==> src/rtl/sat_counter.sv <==
// ============================================================================
// Module      : sat_counter
// Description : Up-counter that sticks at all-ones; synchronous clear.
// Revision    : 1.0 - initial release
// ============================================================================
`default_nettype none

module sat_counter #(
    parameter int W = 8
) (
    input  logic         clk,
    input  logic         rst,
    input  logic         inc,
    input  logic         clr,
    output logic [W-1:0] count
);

    always_ff @(posedge clk or posedge rst) begin
        if (rst) begin
            count <= '0;
        end else if (clr) begin
            count <= '0;
        end else if (inc && (count != '1)) begin
            count <= count + W'(1);
        end
    end

endmodule

`default_nettype wire

==> config.mk <==
export PLATFORM = sky130hd
export DESIGN_NAME = sat_counter
export DESIGN_NICKNAME = d
export VERILOG_FILES = /design/src/rtl/sat_counter.sv
export SDC_FILE = /design/constraint.sdc
export NUM_CORES = 1
export LEC_CHECK = 0
export ABC_AREA = 1
export CORE_AREA = 5 5 42 44
export CTS_BUF_LIST = sky130_fd_sc_hd__clkbuf_8
export DETAILED_ROUTE_END_ITERATION = 7
export DIE_AREA = 0 0 47 49
export GPL_TIMING_DRIVEN = 1
export HOLD_SLACK_MARGIN = 0.05
export PLACE_DENSITY = 0.77
export SYNTH_ARGS = -nofsm -noshare
export SYNTH_HDL_FRONTEND = slang
export SYNTH_SLANG_ARGS = --single-unit
==> constraint.sdc <==
create_clock -name clk -period 1.2 [get_ports clk]
set_input_delay 0.18 -clock clk [delete_from_list [all_inputs] [get_ports clk]]
set_output_delay 0.18 -clock clk [all_outputs]
set_load 0.01 [all_outputs]
==> qor.yml, run 1 <==
top_register: "count"
finalNonFillerCells: 107
startpoint_type: "register"
met3_usage: 0.0332
reg2reg_to: "count[2]$_DFFE_PP0P_"
io_buffers: 11
seqPwrFrac: 0.397
clk_pin_slew_worst_paths_ns: 0.04
finalNetCount: 98
die-area_um2: 2300
grt_pass1_wl_mm: 2.24
fp-row-count: 14
arrival_ns: 1.47
syn_inst: 69
vias: 505
wl_per_cell_um: 11.6
final.fill_count: 144
clkLatencyLatePin_ns: 0.23
reg2reg_depth: 10
avgViaCountPerCell: 4.72
crit_type: "register to register"
switching_power_w: 0.000180
cp_slowest_stage_delay_ns: 0.36
clkSinkCount: 8
utilization: 0.550
cts_tree: "done"
rsz0062_at_grt: "yes"
final_cell_area_um2: 771
holdBufCountCts: 0
clock_skew_ns: 0.00166
netlist_area_um2: 507
ys.warnings.count: 0
clockPowerShare: 0.460
track_usage: 0.132
dp_hpwl_um: 883
cp.required_ns: 1.37
avgSynthCellArea_um2: 7.34
final.setup.worst_slack_ns: -0.103
gr-total-overflow: 0
placed_area_um2: 679
yosysSeqAreaShare: 0.395
die_h_um: 49
cellLeakagePower_nw: 0.442
wl_mm: 1.24
finalSetupTns_ns: -0.624
numCtsBuffers: 3
final_common_cell: "nand2_1"
global_route.usage.met1: 0.166
slowest_stage: "dfrtp_1"
r2r_setup_slack_ns: -0.10
cp_max_fo: 6
initial_core_util: 0.362
core_um2: 1400
tightest_slew_ns: 0.323
synthesis.nets: 74
grt_antenna_before_repair: 0
final_cell_mix: "nand2_1, inv_1, dfrtp_1, buf_4, dlygate4sd2_1"
power_frac_comb: 0.143
dp_cells: 101
grt_max_degree: 9
violations: "negative setup slack"
die_w_um: 47
synth_cell_types: 16
num_antenna_cells: 0
first_global_vias: 536
drv_cap: 0
grt_busiest_layer: "met2"
vdd_drop_max_uv: 570
maxSlewViolCount: 0
fin_crit_ns: 1.30
drt-pass1-iter-count: 4
end_kind: "register"
path_cells: "buf_6 > ha_4 > nand2_4 > nor2_4 > nand2_2 > nand2_4 > nand2_4 > inv_8 > nand2_1 > nand2_1"
finalSetupViolCount: 8
ys_ff_latch: 8
place_congestion: 0.750
period_share: 1.09
reg2reg_from: "count[0]$_DFFE_PP0P_"
drt_iter0_drc: 7
area_delta_synth_final_pct: 52.1
pin_count: 12
root_buffer: "clkbuf_8"
grt_util_met2: 0.208
largestRegisters: "count: 8 flops"
crit_top_cell: "nand2_4"
power_density_nw_per_um2: 944
max_slew_margin: 0.785
hold_viol_final: 0
internal_power_w: 0.000547
drtAntennaViolNets: 0
largest_register_ffs: 8
min_path_type: "input pin to async pin"
clockBufferDepth: 2
netSwitchingFraction: 0.248
max_freq_mhz: 767
htreeDepth: 1
drc: 0
drive_gt1_frac: 0.319
status: "finished, violations left"
## cell families after synthesis
| logic type | count (synthesis) | synth area share |
|---|---|---|
| AO/OA/AOI/OAI | 3 | 0.0296 |
| XOR/XNOR | 4 | 0.0691 |
| flip-flops | 8 | 0.395 |
| buffers and inverters | 11 | 0.0914 |
| adder cells (fa/ha/maj) | 1 | 0.0247 |
| AND/OR/NAND/NOR | 42 | 0.390 |
## how the worst max path moves through the flow
stage / from / to / slack, ns / cells after the start
global placement: inc / count[7]$_DFFE_PP0P_ / -0.07 / 6
detailed placement: inc / count[7]$_DFFE_PP0P_ / -0.08 / 6
floorplan: count[1]$_DFFE_PP0P_ / count[5]$_DFFE_PP0P_ / -0.01 / 9
CTS: count[0]$_DFFE_PP0P_ / count[2]$_DFFE_PP0P_ / -0.11 / 10
global route: count[0]$_DFFE_PP0P_ / count[5]$_DFFE_PP0P_ / -0.17 / 10
finish: count[0]$_DFFE_PP0P_ / count[2]$_DFFE_PP0P_ / -0.10 / 10
## Yosys cell counts, drive strengths merged
| cell type | number | area share |
|---|---|---|
| a21oi | 2 | 0.020 |
| nand3 | 5 | 0.049 |
| clkinv | 1 | 0.017 |
| ha | 1 | 0.025 |
| nand2 | 29 | 0.25 |
| xnor2 | 1 | 0.017 |
| dfrtp | 8 | 0.40 |
| nor2 | 7 | 0.072 |
| o21ai | 1 | 0.0099 |
| inv | 10 | 0.074 |
| nor3b | 1 | 0.015 |
| xor2 | 3 | 0.052 |
## per-stage QoR
stage,setup slack [ns],hold WS [ns],power (W)
5_1_grt,-0.170,0.233,0.000765
6_report,-0.103,0.199,0.000728
3_3_place_gp,-0.0671,0.454,0.000380
2_1_floorplan,-0.0147,-0.00434,0.000333
3_5_place_dp,-0.0767,0.458,0.000381
4_1_cts,-0.111,0.214,0.000729
## layer usage
layer	part of all wire	vias to the layer above
li1	-	255
met1	0.46	236
met2	0.49	12
met3	0.048	2
met4	0.0064	0
met5	0	-
## critical path: cells and delay by family, from the launching register on
| kind | cells | cell delay (ns) |
|---|---|---|
| AND/OR/NAND/NOR | 7 | 0.55 |
| buffers and inverters | 2 | 0.20 |
| flip-flops | 1 | 0.36 |
| adder cells (fa/ha/maj) | 1 | 0.13 |
## area by class of cell
cell class,instances,area (um^2),share of cell area
Sequential cell,8,201,0.261
Timing Repair Buffer,19,156,0.203
Clock buffer,3,41.3,0.0536
Multi-Input combinational cell,50,303,0.393
Inverter,11,48.8,0.0633
Tap cell,16,20.0,0.0260
## power by group through the flow
stage / Sequential [W] / Clock [W] / Combinational, W
after floorplan: 0.000295 / 0 / 0.0000375
after global placement: 0.000291 / 0 / 0.0000884
after detailed placement: 0.000292 / 0 / 0.0000890
after CTS: 0.000289 / 0.000342 / 0.0000992
after global routing: 0.000290 / 0.000359 / 0.000116
final: 0.000289 / 0.000335 / 0.000104
## what timing repair did
action                                  CTS  global route
resized for setup                        16             8
pin swaps                                 2             2
buffers inserted                          2             1
endpoints found under the setup margin   16            10
Power figures use the tool's default switching activity.
==> inputs of run 2 (changes only) <==
GPL_TIMING_DRIVEN = 0   (was 1)
TNS_END_PERCENT = 10   (was default)
==> run 2 against run 1 <==
Clock skew about the same; cell area fell by 3.7%; core utilization fell by 2.1 points; first-iteration DRC count down 71%; the flow still finishes with violations (negative setup slack); flip-flop and latch count is the same; worst setup slack improved by 0.044 ns.
==> qor.yml, run 2 (synthesis gave the netlist of run 1 again) <==
fin_hold_ws_ns: 0.198
finalSetupViolCount: 7
cp_slowest_stage_delay_ns: 0.43
clock_skew_ns: 0.00151
max_slew_margin: 0.793
rsz0062_at_grt: "yes"
cts_tree: "done"
period_share: 1.05
max_freq_mhz: 794
dp_hpwl_um: 795
fin_crit_ns: 1.26
io_buffers: 11
arrival_ns: 1.38
place_congestion: 0.749
pre_cts_ws_ns: -0.109
finalSetupTns_ns: -0.322
vias: 489
finalNetCount: 95
crit_type: "register to register"
grt_max_degree: 9
tightest_slew_ns: 0.311
end_kind: "register"
holdBufCountCts: 0
final_cell_mix: "nand2_1, inv_1, dlygate4sd2_1"
die-area_um2: 2300
path_cells: "ha_4 > nand2_4 > nor2_4 > nand2_2 > nand2_4 > nand2_4 > clkinv_4 > nand2_1 > nand2_1"
cp_max_fo: 6
grt_pass1_wl_mm: 1.86
final_common_cell: "nand2_1"
fp-row-count: 14
drtAntennaViolNets: 0
clockBufferDepth: 2
clkLatencyLatePin_ns: 0.23
pin_count: 12
power_density_nw_per_um2: 944
grt_antenna_before_repair: 0
gr-total-overflow: 0
htreeDepth: 1
initial_core_util: 0.362
drc: 0
crit_top_cell: "nand2_4"
wl_mm: 1.17
min_path_type: "input pin to async pin"
clkSinkCount: 8
slowest_stage: "dfrtp_2"
track_usage: 0.111
core_um2: 1400
top_register: "count"
placed_area_um2: 642
drive_gt1_frac: 0.284
root_buffer: "clkbuf_8"
largestRegisters: "count: 8 flops"
num_antenna_cells: 0
wl_per_cell_um: 11.2
maxSlewViolCount: 0
final.setup.worst_slack_ns: -0.0591
power_w: 0.000701
startpoint_type: "register"
drt-pass1-iter-count: 4
clk_pin_slew_worst_paths_ns: 0.04
cp.required_ns: 1.32
vdd_drop_max_uv: 676
first_global_vias: 466
hold_viol_final: 0
drt_iter0_drc: 2
final_cell_area_um2: 742
die_w_um: 47
largest_register_ffs: 8
status: "finished, violations left"
numCtsBuffers: 3
violations: "negative setup slack"
cellLeakagePower_nw: 0.421
avgViaCountPerCell: 4.70
die_h_um: 49
area_delta_synth_final_pct: 46.4
drv_cap: 0
## run 2: where the power goes
| part | switching (W) | total (W) | internal (W) |
|---|---|---|---|
| Combinational | 0.0000486 | 0.0000875 | 0.0000389 |
| Clock | 0.000105 | 0.000322 | 0.000217 |
| Sequential | 0.0000102 | 0.000291 | 0.000280 |
| Total | 0.000164 | 0.000701 | 0.000537 |
## run 2: layout make-up
| type | instances | area, um^2 |
|---|---|---|
| Sequential cell | 8 | 204 |
| Multi-Input combinational cell | 50 | 297 |
| Clock buffer | 3 | 41.3 |
| Inverter | 11 | 46.3 |
| Tap cell | 16 | 20.0 |
| Fill cell | 146 | 659 |
| Timing Repair Buffer | 16 | 134 |
## run 2: final timing paths
path                                           start                    to  slack [ns]  depth (start not counted)
worst max-delay path            count[0]$_DFFE_PP0P_  count[3]$_DFFE_PP0P_       -0.06                          9
worst min-delay path                             rst  count[2]$_DFFE_PP0P_        0.20                          2
worst max register to register  count[0]$_DFFE_PP0P_  count[3]$_DFFE_PP0P_       -0.06                          9
worst min register to register  count[5]$_DFFE_PP0P_  count[5]$_DFFE_PP0P_        0.56                          2
max in group asynchronous                        rst  count[5]$_DFFE_PP0P_        0.75                          2
min in group clk                count[5]$_DFFE_PP0P_  count[5]$_DFFE_PP0P_        0.56                          2
## run 2: critical path: cells and delay by family (launching register included)
| kind | cells | cell delay [ns] |
|---|---|---|
| buf+inv | 1 | 0.08 |
| simple gates | 7 | 0.44 |
| flops | 1 | 0.43 |
| fa+ha+maj | 1 | 0.19 |
## run 2: timing repair
action,CTS,global route
pin swaps,1,6
setup buffers,4,1
endpoints found under the setup margin,16,8
resized for setup,10,10
## run 2: metal layers
metal | up-vias | part of all wire | global-route usage
li1 | 251 | - | -
met1 | 220 | 0.45 | 0.148
met2 | 13 | 0.46 | 0.154
met3 | 5 | 0.060 | 0.0295
met4 | 0 | 0.026 | 0.0691
met5 | - | 0 | 0
## run 2: stage by stage
stage,instances,util
after floorplan,69,-
after global placement,96,0.458
after detailed placement,96,0.458
after CTS,103,0.506
after global routing,104,0.529
final,104,0.529
